## config.mk

```make
export PLATFORM = sky130hd
export DESIGN_NAME = spi_master_transmitter_flat
export DESIGN_NICKNAME = d
export VERILOG_FILES = /design/src/rtl/spi_pkg.sv /design/src/rtl/spi_bus.sv /design/src/rtl/spi_clk_div.sv /design/src/rtl/spi_master_transmitter.sv /design/src/flat_wrapper.sv
export SDC_FILE = /design/constraint.sdc
export NUM_CORES = 1
export LEC_CHECK = 0
export CORE_MARGIN = 8
export CORE_UTILIZATION = 45
export CTS_BUF_LIST = sky130_fd_sc_hd__clkbuf_4 sky130_fd_sc_hd__clkbuf_8
export CTS_CLUSTER_SIZE = 30
export DETAILED_ROUTE_END_ITERATION = 8
export PLACE_DENSITY = 0.7
export SLEW_MARGIN = 15
export SYNTH_ARGS = -nofsm -noshare
export SYNTH_HDL_FRONTEND = slang
export SYNTH_SLANG_ARGS = --single-unit
```

## constraint.sdc

```tcl
create_clock -name clk -period 2.95 [get_ports clk]
set_input_delay 0.59 -clock clk [delete_from_list [all_inputs] [get_ports clk]]
set_output_delay 0.59 -clock clk [all_outputs]
set_load 0.02 [all_outputs]
```

## src/rtl/spi_pkg.sv

```systemverilog
// Shared SPI definitions used by both the master transmitter and the slave receiver.
package spi_pkg;
   typedef enum logic [2:0] {IDLE, LEAD, LOW, HIGH, TRAIL, GAP} tx_state_t;

   localparam int   CPOL             = 1;
   localparam int   CPHA             = 1;
   localparam logic IDLE_VAL_DEFAULT = 1'b1;
endpackage

```

## src/rtl/spi_bus.sv

```systemverilog
// Three-wire SPI link (no miso) between spi_master_transmitter and spi_slave_receiver.
interface spi_bus;
   logic sclk;
   logic cs_n;
   logic mosi;

   modport master (output sclk, output cs_n, output mosi);
   modport slave  (input  sclk, input  cs_n, input  mosi);
endinterface

```

## src/rtl/spi_clk_div.sv

```systemverilog
// Half-period tick for sclk: counts 0..CLK_DIV-1 and wraps; restart holds it at zero.
module spi_clk_div #(
   parameter int CLK_DIV = 4
) (
   input  logic                       clk,
   input  logic                       rst_n,
   input  logic                       restart,
   output logic [$clog2(CLK_DIV)-1:0] cnt,
   output logic                       tc
);
   localparam int CNT_W = $clog2(CLK_DIV);

   assign tc = (cnt == CNT_W'(CLK_DIV - 1));

   always_ff @(posedge clk or negedge rst_n) begin
      if (!rst_n)            cnt <= '0;
      else if (restart || tc) cnt <= '0;
      else                   cnt <= cnt + 1'b1;
   end
endmodule

```

## src/rtl/spi_master_transmitter.sv

```systemverilog
// Mode 3 SPI master: serialises valid/ready words MSB first, back-to-back words share one cs_n frame.
module spi_master_transmitter
   import spi_pkg::*;
#(
   parameter int   DATA_WIDTH = 8,
   parameter int   CLK_DIV    = 4,
   parameter logic IDLE_VAL   = IDLE_VAL_DEFAULT
) (
   input  logic                  clk,
   input  logic                  rst_n,
   input  logic [DATA_WIDTH-1:0] data_in,
   input  logic                  data_in_valid,
   output logic                  data_in_ready,
   spi_bus.master                spi_bus_0
);
   localparam int BIT_W = $clog2(DATA_WIDTH);
   localparam int DIV_W = $clog2(CLK_DIV);

   if (DATA_WIDTH < 2 || CLK_DIV < 2 || CPOL != 1 || CPHA != 1) begin : g_bad_cfg
      $error("spi_master_transmitter: unsupported configuration");
   end

   tx_state_t             state, state_nxt;
   logic [DATA_WIDTH-1:0] shift_q, shift_d;
   logic [BIT_W-1:0]      bit_q, bit_d;
   logic                  sclk_q, sclk_d;
   logic                  cs_q, cs_d;
   logic                  mosi_q, mosi_d;
   logic                  ready_q, ready_d;
   logic [DIV_W-1:0]      div_cnt;
   logic                  tc;
   logic                  accept, last_bit, pre_ready;

   spi_clk_div #(.CLK_DIV(CLK_DIV)) u_div (
      .clk     (clk),
      .rst_n   (rst_n),
      .restart (state == IDLE),
      .cnt     (div_cnt),
      .tc      (tc)
   );

   assign accept    = data_in_valid && ready_q;
   assign last_bit  = (bit_q == BIT_W'(DATA_WIDTH - 1));
   // Ready is registered, so it is raised one cycle early to land on the final HIGH cycle.
   assign pre_ready = (state == HIGH) && last_bit && (div_cnt == DIV_W'(CLK_DIV - 2));

   always_ff @(posedge clk or negedge rst_n) begin
      if (!rst_n) state <= IDLE;
      else        state <= state_nxt;
   end

   always_comb begin
      state_nxt = state;
      unique case (state)
         IDLE:    if (accept) state_nxt = LEAD;
         LEAD:    if (tc)     state_nxt = LOW;
         LOW:     if (tc)     state_nxt = HIGH;
         HIGH:    if (tc)     state_nxt = (!last_bit || accept) ? LOW : TRAIL;
         TRAIL:   if (tc)     state_nxt = GAP;
         GAP:     if (tc)     state_nxt = IDLE;
         default:             state_nxt = IDLE;
      endcase
   end

   always_comb begin
      shift_d = shift_q;
      bit_d   = bit_q;
      sclk_d  = sclk_q;
      cs_d    = cs_q;
      mosi_d  = mosi_q;
      ready_d = (state_nxt == IDLE) || pre_ready;
      unique case (state)
         IDLE: if (accept) begin
            shift_d = data_in;
            bit_d   = '0;
            cs_d    = 1'b0;
            sclk_d  = 1'b1;
            mosi_d  = data_in[DATA_WIDTH-1];
         end
         LEAD: if (tc) sclk_d = 1'b0;
         LOW:  if (tc) sclk_d = 1'b1;
         HIGH: if (tc) begin
            if (!last_bit) begin
               bit_d   = bit_q + 1'b1;
               shift_d = {shift_q[DATA_WIDTH-2:0], 1'b0};
               mosi_d  = shift_q[DATA_WIDTH-2];
               sclk_d  = 1'b0;
            end else if (accept) begin
               shift_d = data_in;
               bit_d   = '0;
               mosi_d  = data_in[DATA_WIDTH-1];
               sclk_d  = 1'b0;
            end
         end
         TRAIL: if (tc) begin
            cs_d   = 1'b1;
            mosi_d = IDLE_VAL;
         end
         default: ;
      endcase
   end

   always_ff @(posedge clk or negedge rst_n) begin
      if (!rst_n) begin
         shift_q <= '0;
         bit_q   <= '0;
         sclk_q  <= 1'(CPOL);
         cs_q    <= 1'b1;
         mosi_q  <= IDLE_VAL;
         ready_q <= 1'b0;
      end else begin
         shift_q <= shift_d;
         bit_q   <= bit_d;
         sclk_q  <= sclk_d;
         cs_q    <= cs_d;
         mosi_q  <= mosi_d;
         ready_q <= ready_d;
      end
   end

   assign spi_bus_0.sclk = sclk_q;
   assign spi_bus_0.cs_n = cs_q;
   assign spi_bus_0.mosi = mosi_q;
   assign data_in_ready  = ready_q;
endmodule

```

## src/flat_wrapper.sv

```systemverilog
// flat-port wrapper written by rule: the top's interface ports become plain ports
module spi_master_transmitter_flat import spi_pkg::*;
#(
   parameter int   DATA_WIDTH = 8,
   parameter int   CLK_DIV    = 4,
   parameter logic IDLE_VAL   = IDLE_VAL_DEFAULT
)
  (clk, rst_n, data_in, data_in_valid, data_in_ready, spi_bus_0_sclk, spi_bus_0_cs_n, spi_bus_0_mosi);
  spi_bus spi_bus_0_i ();
  input  logic clk;
  input  logic rst_n;
  input  logic [DATA_WIDTH-1:0] data_in;
  input  logic data_in_valid;
  output logic data_in_ready;
  output wire logic [$bits(spi_bus_0_i.sclk)-1:0] spi_bus_0_sclk;
  output wire logic [$bits(spi_bus_0_i.cs_n)-1:0] spi_bus_0_cs_n;
  output wire logic [$bits(spi_bus_0_i.mosi)-1:0] spi_bus_0_mosi;
  assign spi_bus_0_sclk = spi_bus_0_i.sclk;
  assign spi_bus_0_cs_n = spi_bus_0_i.cs_n;
  assign spi_bus_0_mosi = spi_bus_0_i.mosi;
  spi_master_transmitter #(.DATA_WIDTH(DATA_WIDTH), .CLK_DIV(CLK_DIV), .IDLE_VAL(IDLE_VAL)) u_core (.clk(clk), .rst_n(rst_n), .data_in(data_in), .data_in_valid(data_in_valid), .data_in_ready(data_in_ready), .spi_bus_0(spi_bus_0_i));
endmodule
```

==> flow_summary.yaml <==
timing:
  finalMaxSlewViolations: 0
  fmax_ghz: 0.438
  fin_tns_setup_ns: 0
  grt_setup_unrepaired: "false"
  hold_viol: 0
  fin_skew_ns: 0.00434
  whs_ns: 0.475
  worst_pin_slew_ns: 0.849
  finalSetupViolCount: 0
  slew_headroom_pct: 43.2
  min_period_ns: 2.28
  fin_crit_sh_pct: 77.3
worst_setup_path:
  reg2reg_slack_ns: 0.67
  r2r-end: "u_core.shift_q[3]$_DFFE_PN0P_"
  r2r_cells: 5
  path_class: "reg -> reg"
  worstSetupEndpointType: "flop"
  critPathMaxStageDelay_ns: 0.53
  start_kind: "flop"
  crit_path_frequent_cell: "ha_1"
  cp_max_fo: 16
  crit_slowest_cell: "and4bb_2"
  cp.required_ns: 3.15
  r2r-start: "u_core.bit_q[0]$_DFFE_PN0P_"
  critPathArrivalTime_ns: 2.48
  worstPathCellList: "ha_1, ha_1, and4bb_2, a22o_1, mux2_4"
min_path:
  hold_path_startpoint: "u_core.u_div.cnt[0]$_DFF_PN0_"
  min_to: "u_core.u_div.cnt[0]$_DFF_PN0_"
  whs_path_depth: 1
  hold_path_class: "reg -> reg"
run:
  maxCapViolCount: 0
cells_and_area:
  fin_nets: 125
  multi_input_area_sq_um: 514
  fin_cells: 137
  antenna_cells: 0
  seqCellArea_sq_um: 479
  area_growth_pct: 15.7
  drive_gt1_share_pct: 17.4
  fill_cells: 216
global_route:
  antenna_found_initial: 0
  grt_max_degree: 20
  grt_usage_pct: 10.9
  grt_pass1_vias: 807
  gr-total-overflow: 0
  grt_pass1_wl_microns: 3630
power_and_ir_drop:
  pwr_density_cell_nw_per_um2: 923
  total_power_mw: 1.12
  peakVddDrop_uv: 505
  p_leak_nw: 0.498
clocking:
  cts_root_buf: "clkbuf_4"
  ctsResizeCount: 0
  numClockSinks: 19
  cts_buffer_depth: 2
  clkTransAtPathRegs_ns: 0.11
  worstSkewPairLatency_ns: 0.30
  cts_setup_buffers: 0
  cts_made_buffers: 3
  tritoncts: "yes"
  cts_htree_levels: 1
  ctsHoldBuffers: 0
placement:
  place_hpwl_microns: 1530
  portBuffers: 14
  place_inst: 133
  gp_congestion: 0.841
synth:
  synth-seq-area-share_pct: 45.8
  synth_cell_type_count: 34
  syn_area_sq_um: 1050
  synth_seq_cells: 19
  syn_avg_cell_area_sq_um: 10.6
  yosysWarnings: 0
  synth_cells: 99
  syn-num-nets: 114
floorplan:
  std_cell_rows: 17
  initial_core_util_pct: 47.3
  die_x_microns: 64.2
  die_h_microns: 64.2
  dieArea_sq_um: 4120
  core_sq_um: 2210
  ioPinCount: 15
detailed_routing:
  dr.first_iter.drc_count: 35
  vias: 786
  wl_per_cell_microns: 15.8
  wirelength_microns: 2170
  ant_nets: 0
  drtPass1Iterations: 4
  viasPerCell: 5.74
  drc: 0
status:
  outcome: "complete, no violations"
-- where the power goes --
part	internal (mW)	switching, mW
clock	0.0619	0.0843
combinational	0.277	0.242
sequential	0.367	0.0840
total	0.706	0.411
-- layout by cell type, fill, tap and decap left out, types with 2 or more instances in the layout --
cell,n
nor2_1,6
dfrtp_1,16
ha_1,4
inv_1,3
mux2_2,5
a21oi_1,6
clkdlybuf4s50_1,14
mux2_4,5
dfstp_2,3
nor3b_1,2
nand2_1,7
clkbuf_4,4
a32o_1,3
nor3_1,6
o21ai_0,7
-- worst max path at each step --
stage	start	to	slack (ns)	depth (start not counted)
finish	u_core.bit_q[0]$_DFFE_PN0P_	u_core.shift_q[3]$_DFFE_PN0P_	0.67	5
global placement	data_in_valid	u_core.shift_q[2]$_DFFE_PN0P_	0.68	4
detailed placement	data_in_valid	u_core.shift_q[3]$_DFFE_PN0P_	0.61	4
CTS	u_core.bit_q[0]$_DFFE_PN0P_	u_core.shift_q[3]$_DFFE_PN0P_	0.66	5
global route	u_core.bit_q[0]$_DFFE_PN0P_	u_core.shift_q[3]$_DFFE_PN0P_	0.61	5
floorplan	u_core.bit_q[0]$_DFFE_PN0P_	u_core.shift_q[2]$_DFFE_PN0P_	1.09	7
-- worst max-delay path, delay by kind of cell (launching register included) --
family	cells	cell delay, ns
multiplexers	1	0.34
adder cells (fa/ha/maj)	2	0.42
AO/OA/AOI/OAI	1	0.48
AND/OR/NAND/NOR	1	0.53
flip-flops	1	0.41
-- cell type report --
cell class / instances / area share, %
repair buffers: 14 / 11.6
inverters: 3 / 0.931
multi-input cells: 69 / 42.5
well taps: 28 / 2.90
flip-flops and latches: 19 / 39.6
clock buffers: 4 / 2.48
-- flip-flops by register name, summed over array words and instances (netlist names) --
name and cells:
u_core.bit_q 3, u_core.data_in_ready 1, u_core.shift_q 7, u_core.spi_bus_0.cs_n 1, u_core.spi_bus_0.mosi 1, u_core.spi_bus_0.sclk 1, u_core.state 3, u_core.u_div.cnt 2
-- routing by layer --
metal  track usage, %  wire length [microns]  part of all wire (%)  vias to the layer above
met1             12.9                   1040                    48                      380
met4             4.09                     16                  0.74                        0
met5                0                      0                     0                        -
met3             3.31                    116                   5.4                        2
met2             18.1                    993                    46                       21
li1                 -                      -                     -                      383
-- synth_stat cells --
library cell / number / area, sq um
nor3_1: 6 / 30.0
ha_1: 4 / 50.1
nor3b_1: 2 / 15.0
and4bb_2: 1 / 12.5
and4b_1: 1 / 10.0
or2_4: 1 / 8.76
and2_1: 1 / 6.26
buf_6: 1 / 11.3
buf_2: 3 / 15.0
a221o_1: 1 / 10.0
clkbuf_1: 4 / 15.0
a22oi_1: 1 / 7.51
a21oi_1: 6 / 30.0
nand2_1: 7 / 26.3
o21ai_0: 7 / 35.0
nand3b_1: 1 / 7.51
nor2_1: 6 / 22.5
mux2_2: 5 / 56.3
or3_1: 1 / 6.26
mux2_4: 5 / 75.1
a32o_1: 3 / 30.0
dfstp_2: 3 / 78.8
a2bb2oi_1: 1 / 8.76
nor4_1: 1 / 6.26
nor2b_1: 1 / 6.26
nand2b_1: 1 / 6.26
nand3_1: 1 / 5.00
dfrtp_1: 16 / 400
nand4b_1: 1 / 8.76
o41ai_1: 1 / 8.76
inv_1: 3 / 11.3
o31ai_1: 1 / 7.51
a22o_1: 1 / 8.76
a221oi_1: 1 / 8.76
-- metrics by stage --
stage               cell area (sq um)  util, %  setup WS, ns
floorplan                        1050        -          1.09
global placement                 1180     53.3         0.676
detailed placement               1180     53.3         0.609
CTS                              1210     54.7         0.661
global route                     1210     54.7         0.607
finish                           1210     54.7         0.669
-- cell families (layout without fill, tap and decap cells) --
logic type	count (synthesis)	in the layout	synth area share [%]
AO/OA/AOI/OAI	23	23	14.8
adder cells (fa/ha/maj)	4	4	4.78
multiplexers	10	10	12.6
flip-flops	19	19	45.8
buffers and inverters	11	21	5.02
AND/OR/NAND/NOR	32	32	17.0
(Power assumes the default switching activity.)
